==> src/rtl/pulse_period_meter.sv <==
// Measures enabled ticks between rising edges of i_pulse; reports period, lock and overflow.
// Optional input synchroniser enabled by defining PULSE_METER_SYNC_EN.
module pulse_period_meter #(
  parameter int unsigned WIDTH    = 8,
  parameter int unsigned LOCK_CNT = 4
) (
  input  logic             clk,
  input  logic             i_rst_n,
  input  logic             i_count_enbl,
  input  logic             i_pulse,
  input  logic             i_clear,
  output logic [WIDTH-1:0] o_period,
  output logic             o_valid,
  output logic             o_locked,
  output logic             o_overflow
);

  localparam int unsigned MW = $clog2(LOCK_CNT + 1);
  localparam logic [MW-1:0] LockMax = MW'(LOCK_CNT);
  localparam logic [WIDTH-1:0] MaxCnt = {WIDTH{1'b1}};

  typedef enum logic [1:0] {StIdle, StMeasure, StOvf} state_e;

  state_e           state_q, state_d;
  logic [WIDTH-1:0] cnt_q, cnt_d;
  logic [WIDTH-1:0] period_q, period_d;
  logic [WIDTH-1:0] ref_q, ref_d;
  logic [MW-1:0]    match_q, match_d;
  logic             valid_q, valid_d;
  logic             locked_q, locked_d;
  logic             ovf_q, ovf_d;
  logic             p, p_q, rise;
  logic [WIDTH:0]   val;
  logic [MW-1:0]    match_new;

`ifdef PULSE_METER_SYNC_EN
  logic [1:0] sync_q;
  always_ff @(posedge clk or negedge i_rst_n) begin
    if (!i_rst_n) sync_q <= 2'b00;
    else          sync_q <= {sync_q[0], i_pulse};
  end
  assign p = sync_q[1];
`else
  assign p = i_pulse;
`endif

  assign rise = p & ~p_q;
  // Extra bit flags an interval that no longer fits in WIDTH bits.
  assign val  = {1'b0, cnt_q} + {{WIDTH{1'b0}}, i_count_enbl};

  always_comb begin
    state_d   = state_q;
    cnt_d     = cnt_q;
    period_d  = period_q;
    ref_d     = ref_q;
    match_d   = match_q;
    valid_d   = 1'b0;
    locked_d  = locked_q;
    ovf_d     = ovf_q;
    match_new = match_q;

    if (i_clear) begin
      state_d  = StIdle;
      cnt_d    = '0;
      locked_d = 1'b0;
      ovf_d    = 1'b0;
      match_d  = '0;
    end else begin
      unique case (state_q)
        StIdle: begin
          if (rise) begin
            state_d = StMeasure;
            cnt_d   = '0;
          end
        end
        StMeasure: begin
          if (rise) begin
            cnt_d = '0;
            if (val[WIDTH]) begin
              ovf_d    = 1'b1;
              match_d  = '0;
              locked_d = 1'b0;
            end else begin
              period_d = val[WIDTH-1:0];
              valid_d  = 1'b1;
              ovf_d    = 1'b0;
              if (match_q == '0 || val[WIDTH-1:0] != ref_q) begin
                ref_d     = val[WIDTH-1:0];
                match_new = MW'(1);
              end else if (match_q < LockMax) begin
                match_new = match_q + MW'(1);
              end
              match_d  = match_new;
              locked_d = (match_new >= LockMax);
            end
          end else if (i_count_enbl) begin
            if (cnt_q == MaxCnt) begin
              state_d  = StOvf;
              ovf_d    = 1'b1;
              match_d  = '0;
              locked_d = 1'b0;
            end else begin
              cnt_d = cnt_q + WIDTH'(1);
            end
          end
        end
        StOvf: begin
          if (rise) begin
            state_d = StMeasure;
            cnt_d   = '0;
          end
        end
        default: state_d = StIdle;
      endcase
    end
  end

  always_ff @(posedge clk or negedge i_rst_n) begin
    if (!i_rst_n) begin
      state_q  <= StIdle;
      cnt_q    <= '0;
      period_q <= '0;
      ref_q    <= '0;
      match_q  <= '0;
      valid_q  <= 1'b0;
      locked_q <= 1'b0;
      ovf_q    <= 1'b0;
      p_q      <= 1'b0;
    end else begin
      state_q  <= state_d;
      cnt_q    <= cnt_d;
      period_q <= period_d;
      ref_q    <= ref_d;
      match_q  <= match_d;
      valid_q  <= valid_d;
      locked_q <= locked_d;
      ovf_q    <= ovf_d;
      p_q      <= p;
    end
  end

  assign o_period   = period_q;
  assign o_valid    = valid_q;
  assign o_locked   = locked_q;
  assign o_overflow = ovf_q;

endmodule

==> config.mk <==
export PLATFORM = sky130hd
export DESIGN_NAME = pulse_period_meter
export DESIGN_NICKNAME = d
export VERILOG_FILES = /design/src/rtl/pulse_period_meter.sv
export SDC_FILE = /design/constraint.sdc
export NUM_CORES = 1
export LEC_CHECK = 0
export ABC_CLOCK_PERIOD_IN_PS = 2640
export CORE_MARGIN = 4
export CORE_UTILIZATION = 35
export CTS_CLUSTER_DIAMETER = 100
export CTS_CLUSTER_SIZE = 14
export DETAILED_ROUTE_END_ITERATION = 12
export HOLD_SLACK_MARGIN = 0.06
export PLACE_DENSITY_LB_ADDON = 0.12
export SLEW_MARGIN = 20
export SYNTH_ARGS = -nofsm -noshare
export SYNTH_HDL_FRONTEND = slang
export SYNTH_SLANG_ARGS = --single-unit
==> constraint.sdc <==
create_clock -name clk -period 2.64 [get_ports clk]
set_input_delay 0.264 -clock clk [delete_from_list [all_inputs] [get_ports clk]]
set_output_delay 0.264 -clock clk [all_outputs]
set_load 0.05 [all_outputs]
==> results by group <==
Global route
  • GR Overflow Total: 0
  • Number of antenna violations at the first check in global routing: 0
  • First-pass GRT wire length: 6500 um
  • GRT Util Overall: 0.133
  • Pin count of the biggest net entering global routing: 33
  • Number of global-route vias before repair: 1335

Cells and area
  • Number of cells in the finished layout apart from fillers: 274
  • Commonest cells after routing, fill and taps aside: sky130_fd_sc_hd__dfrtp_1 (32), sky130_fd_sc_hd__buf_4 (16), sky130_fd_sc_hd__clkdlybuf4s50_1 (15)
  • N_diodes: 0
  • Layout filler cell count: 513
  • Layout-stage area growth over the synthesis result: 21.2%
  • Final #Nets: 214
  • Most common cell after layout, fill and taps aside: sky130_fd_sc_hd__dfrtp_1
  • Final Cell Area: 2230 um2
  • Fraction of layout instances using a drive strength above 1: 0.216

STA
  • Worst clock skew: 0.00193 ns
  • Max Transition Viols Final: 0
  • Worst Max-Slew Pin Slew: 0.581 ns
  • Achievable Freq: 404 MHz
  • Setup tns final: 0 ns
  • Rel. slew slack: 0.608
  • Minimum period implied by the final worst setup slack: 2.48 ns
  • RSZ-0062 raised after global routing: false
  • Setup-violating endpoint count in the final report: 0
  • Final hold violation count: 0
  • Final cycle utilization of the critical path: 0.939

Synthesis
  • Post-synthesis cell type with the largest combined area: sky130_fd_sc_hd__dfrtp_1
  • Yosys top cell area share: 0.435
  • Netlist area before placement: 1840 um2
  • Sequential fraction of the synthesis area: 0.435
  • Gate Count Post-Synth: 175
  • Average instance area after synthesis: 10.5 um2
  • Main area contributors after synthesis: sky130_fd_sc_hd__dfrtp_1 (44%), sky130_fd_sc_hd__mux2_4 (5.7%), sky130_fd_sc_hd__mux2_2 (4.3%), sky130_fd_sc_hd__ha_1 (4.1%), sky130_fd_sc_hd__xnor2_1 (3.8%)
  • Warning count from the yosys run: 0
  • Top_reg_cell synth: sky130_fd_sc_hd__dfrtp_1
  • Ys async rst share: 1.00
  • Post-synth cell types: 40
  • Net count of the mapped netlist: 186
  • Number of synthesized flops with an enable pin: 0
  • Count of state elements after synthesis: 32

Power and ir drop
  • Post-route total power: 1080 uW
  • IR Drop Worst-Case VDD: 0.305 mV
  • PwrDens: 483 nW/um2
  • LEAKAGE: 0.000979 uW

Placement
  • HPWL after detailed placement: 2730 um
  • Final weighted congestion in routability-driven placement: 0.857
  • Placed Cells: 266
  • Area of placed instances: 2130 um2
  • Count of buffers inserted at the top-level ports: 15

Setup path
  • Buffer and inverter count on the worst path: 2
  • Biggest fanout along the worst timing path: 4
  • CP endpoint kind: register
  • Critical path arrival: 2.66 ns
  • Slowest Stage Delay on Critical Path: 0.49 ns
  • Worst path cell trace: clkdlybuf4s50_1 > ha_1 > ha_1 > nand3_4 > a211o_1 > a211o_1 > nor4_4 > buf_4 > nand2_1 > o32ai_1
  • CP startpoint kind: input pin
  • Kind of critical path: input pin to register
  • Max stage delay cell, worst path: sky130_fd_sc_hd__clkdlybuf4s50_1
  • Top Family by Delay on Critical Path: compound AO/OA/AOI/OAI gates
  • Worst endpoint required time: 2.82 ns

Detailed routing
  • Vias per cell: 4.99
  • Violation count after the first detailed-route iteration: 112
  • Wire length after detailed routing: 3740 um
  • Antenna violation net count after detailed routing: 0
  • Routed WL per cell: 13.6 um
  • Count of vias placed by the detailed router: 1368
  • DRC Markers: 0
  • Iteration count of the initial detailed-routing pass: 4

Clock tree
  • Clock insertion delay at the later pin of the skew report: 0.28 ns
  • Number of buffers added by the clock tree synthesis step: 5
  • Cts-stage hold buffer count: 0
  • Clock-pin slew reported for the worst setup and hold paths after clock tree synthesis: 0.06 ns
  • Number of gates resized after CTS: 0
  • Post-CTS setup buffer count: 0
  • TritonCTS clock tree: built
  • Clock tree root driver cell: sky130_fd_sc_hd__clkbuf_8
  • Number of clock sinks seen by CTS: 32
  • Max Root-Sink Buffers: 2
  • CTS HTree Levels: 2

Worst hold path
  • Worst hold path class: input pin to asynchronous set/reset pin

Job
  • # Max-Cap Violations: 0

Run status
  • Outcome: completed

Floorplanning
  • Die Y: 80.5 um
  • Area inside the core boundary: 5110 um2
  • Area enclosed by the die boundary: 6480 um2
  • Initial core utilization: 0.360
  • IO Count: 16
  • Row count: 26
  • Horizontal die dimension: 80.5 um
[worst reg2reg max path: stages (launching register included)]
cell                       delay [ns]
sky130_fd_sc_hd__dfrtp_1         0.38
sky130_fd_sc_hd__ha_1            0.18
sky130_fd_sc_hd__ha_1            0.22
sky130_fd_sc_hd__xor2_1          0.27
sky130_fd_sc_hd__xnor2_1         0.17
sky130_fd_sc_hd__o311ai_0        0.22
sky130_fd_sc_hd__nor4_4          0.36
sky130_fd_sc_hd__buf_4           0.19
sky130_fd_sc_hd__nand2_1         0.07
sky130_fd_sc_hd__o32ai_1         0.23
[final cells by class]
| class | count | area, um2 | share of cell area |
|---|---|---|---|
| multi-input cells | 125 | 951 | 0.426 |
| flip-flops and latches | 32 | 801 | 0.359 |
| repair buffers | 31 | 270 | 0.121 |
| clock buffers | 8 | 90.1 | 0.0404 |
| well taps | 70 | 87.6 | 0.0393 |
| inverters | 8 | 30.0 | 0.0135 |
[report_power, final]
part           total (uW)  switching, uW  internal (uW)
Clock                 388            176            212
Combinational         157           92.2           65.2
Sequential            531           17.0            514
[per-stage QoR]
step	hold slack, ns	util	setup WS, ns
6_report	0.390	0.437	0.162
2_1_floorplan	-0.0316	-	0.225
4_1_cts	0.406	0.436	0.106
5_1_grt	0.416	0.437	0.00369
3_3_place_gp	0.490	0.418	-0.159
3_5_place_dp	0.496	0.418	-0.187
[final timing paths]
path | startpoint | end | slack, ns | cells past startpoint
setup reg to reg | cnt_q[0]$_DFFE_PN0P_ | match_q[1]$_DFFE_PN0P_ | 0.24 | 9
hold reg to reg | o_period[6]$_DFFE_PN0P_ | o_period[6]$_DFFE_PN0P_ | 0.51 | 1
setup / recovery | i_count_enbl | match_q[1]$_DFFE_PN0P_ | 0.16 | 10
max in group asynchronous | i_rst_n | o_period[0]$_DFFE_PN0P_ | 1.95 | 2
hold / removal | i_rst_n | cnt_q[5]$_DFFE_PN0P_ | 0.39 | 2
min in group clk | i_pulse | p_q$_DFF_PN0_ | 0.46 | 1
[sequential cells by signal, summed over array words and instances (netlist names)]
| register | count |
|---|---|
| cnt_q | 8 |
| o_period | 8 |
| ref_q | 8 |
| match_q | 3 |
| state_q | 2 |
| o_overflow | 1 |
| o_valid | 1 |
| p_q | 1 |
[cell families after synthesis]
logic type      after synthesis  share of synthesized area
simple gates                 51                      0.167
compound gates               40                      0.139
flops                        32                      0.435
buf+inv                      18                     0.0503
xor+xnor                     14                     0.0667
mux                          14                      0.100
fa+ha+maj                     6                     0.0408
[cells in the mapped netlist, drive strengths merged, types with 6 or more instances]
cell type and n:
inv 8, mux2 14, xnor2 8, dfrtp 32
buf 6, ha 6, nand2 6, nand3 7
xor2 6, a21oi 6, nor2 13, a31oi 6
o21ai 13
[per-layer routing]
metal  GRT usage  share of wire  vias to the layer above
met5           0              0                        -
met4      0.0642          0.024                        0
met3      0.0448          0.042                        8
met2       0.206           0.45                       27
met1       0.166           0.48                      652
li1            -              -                      681
No activity file was read; power rests on OpenSTA's default activity.
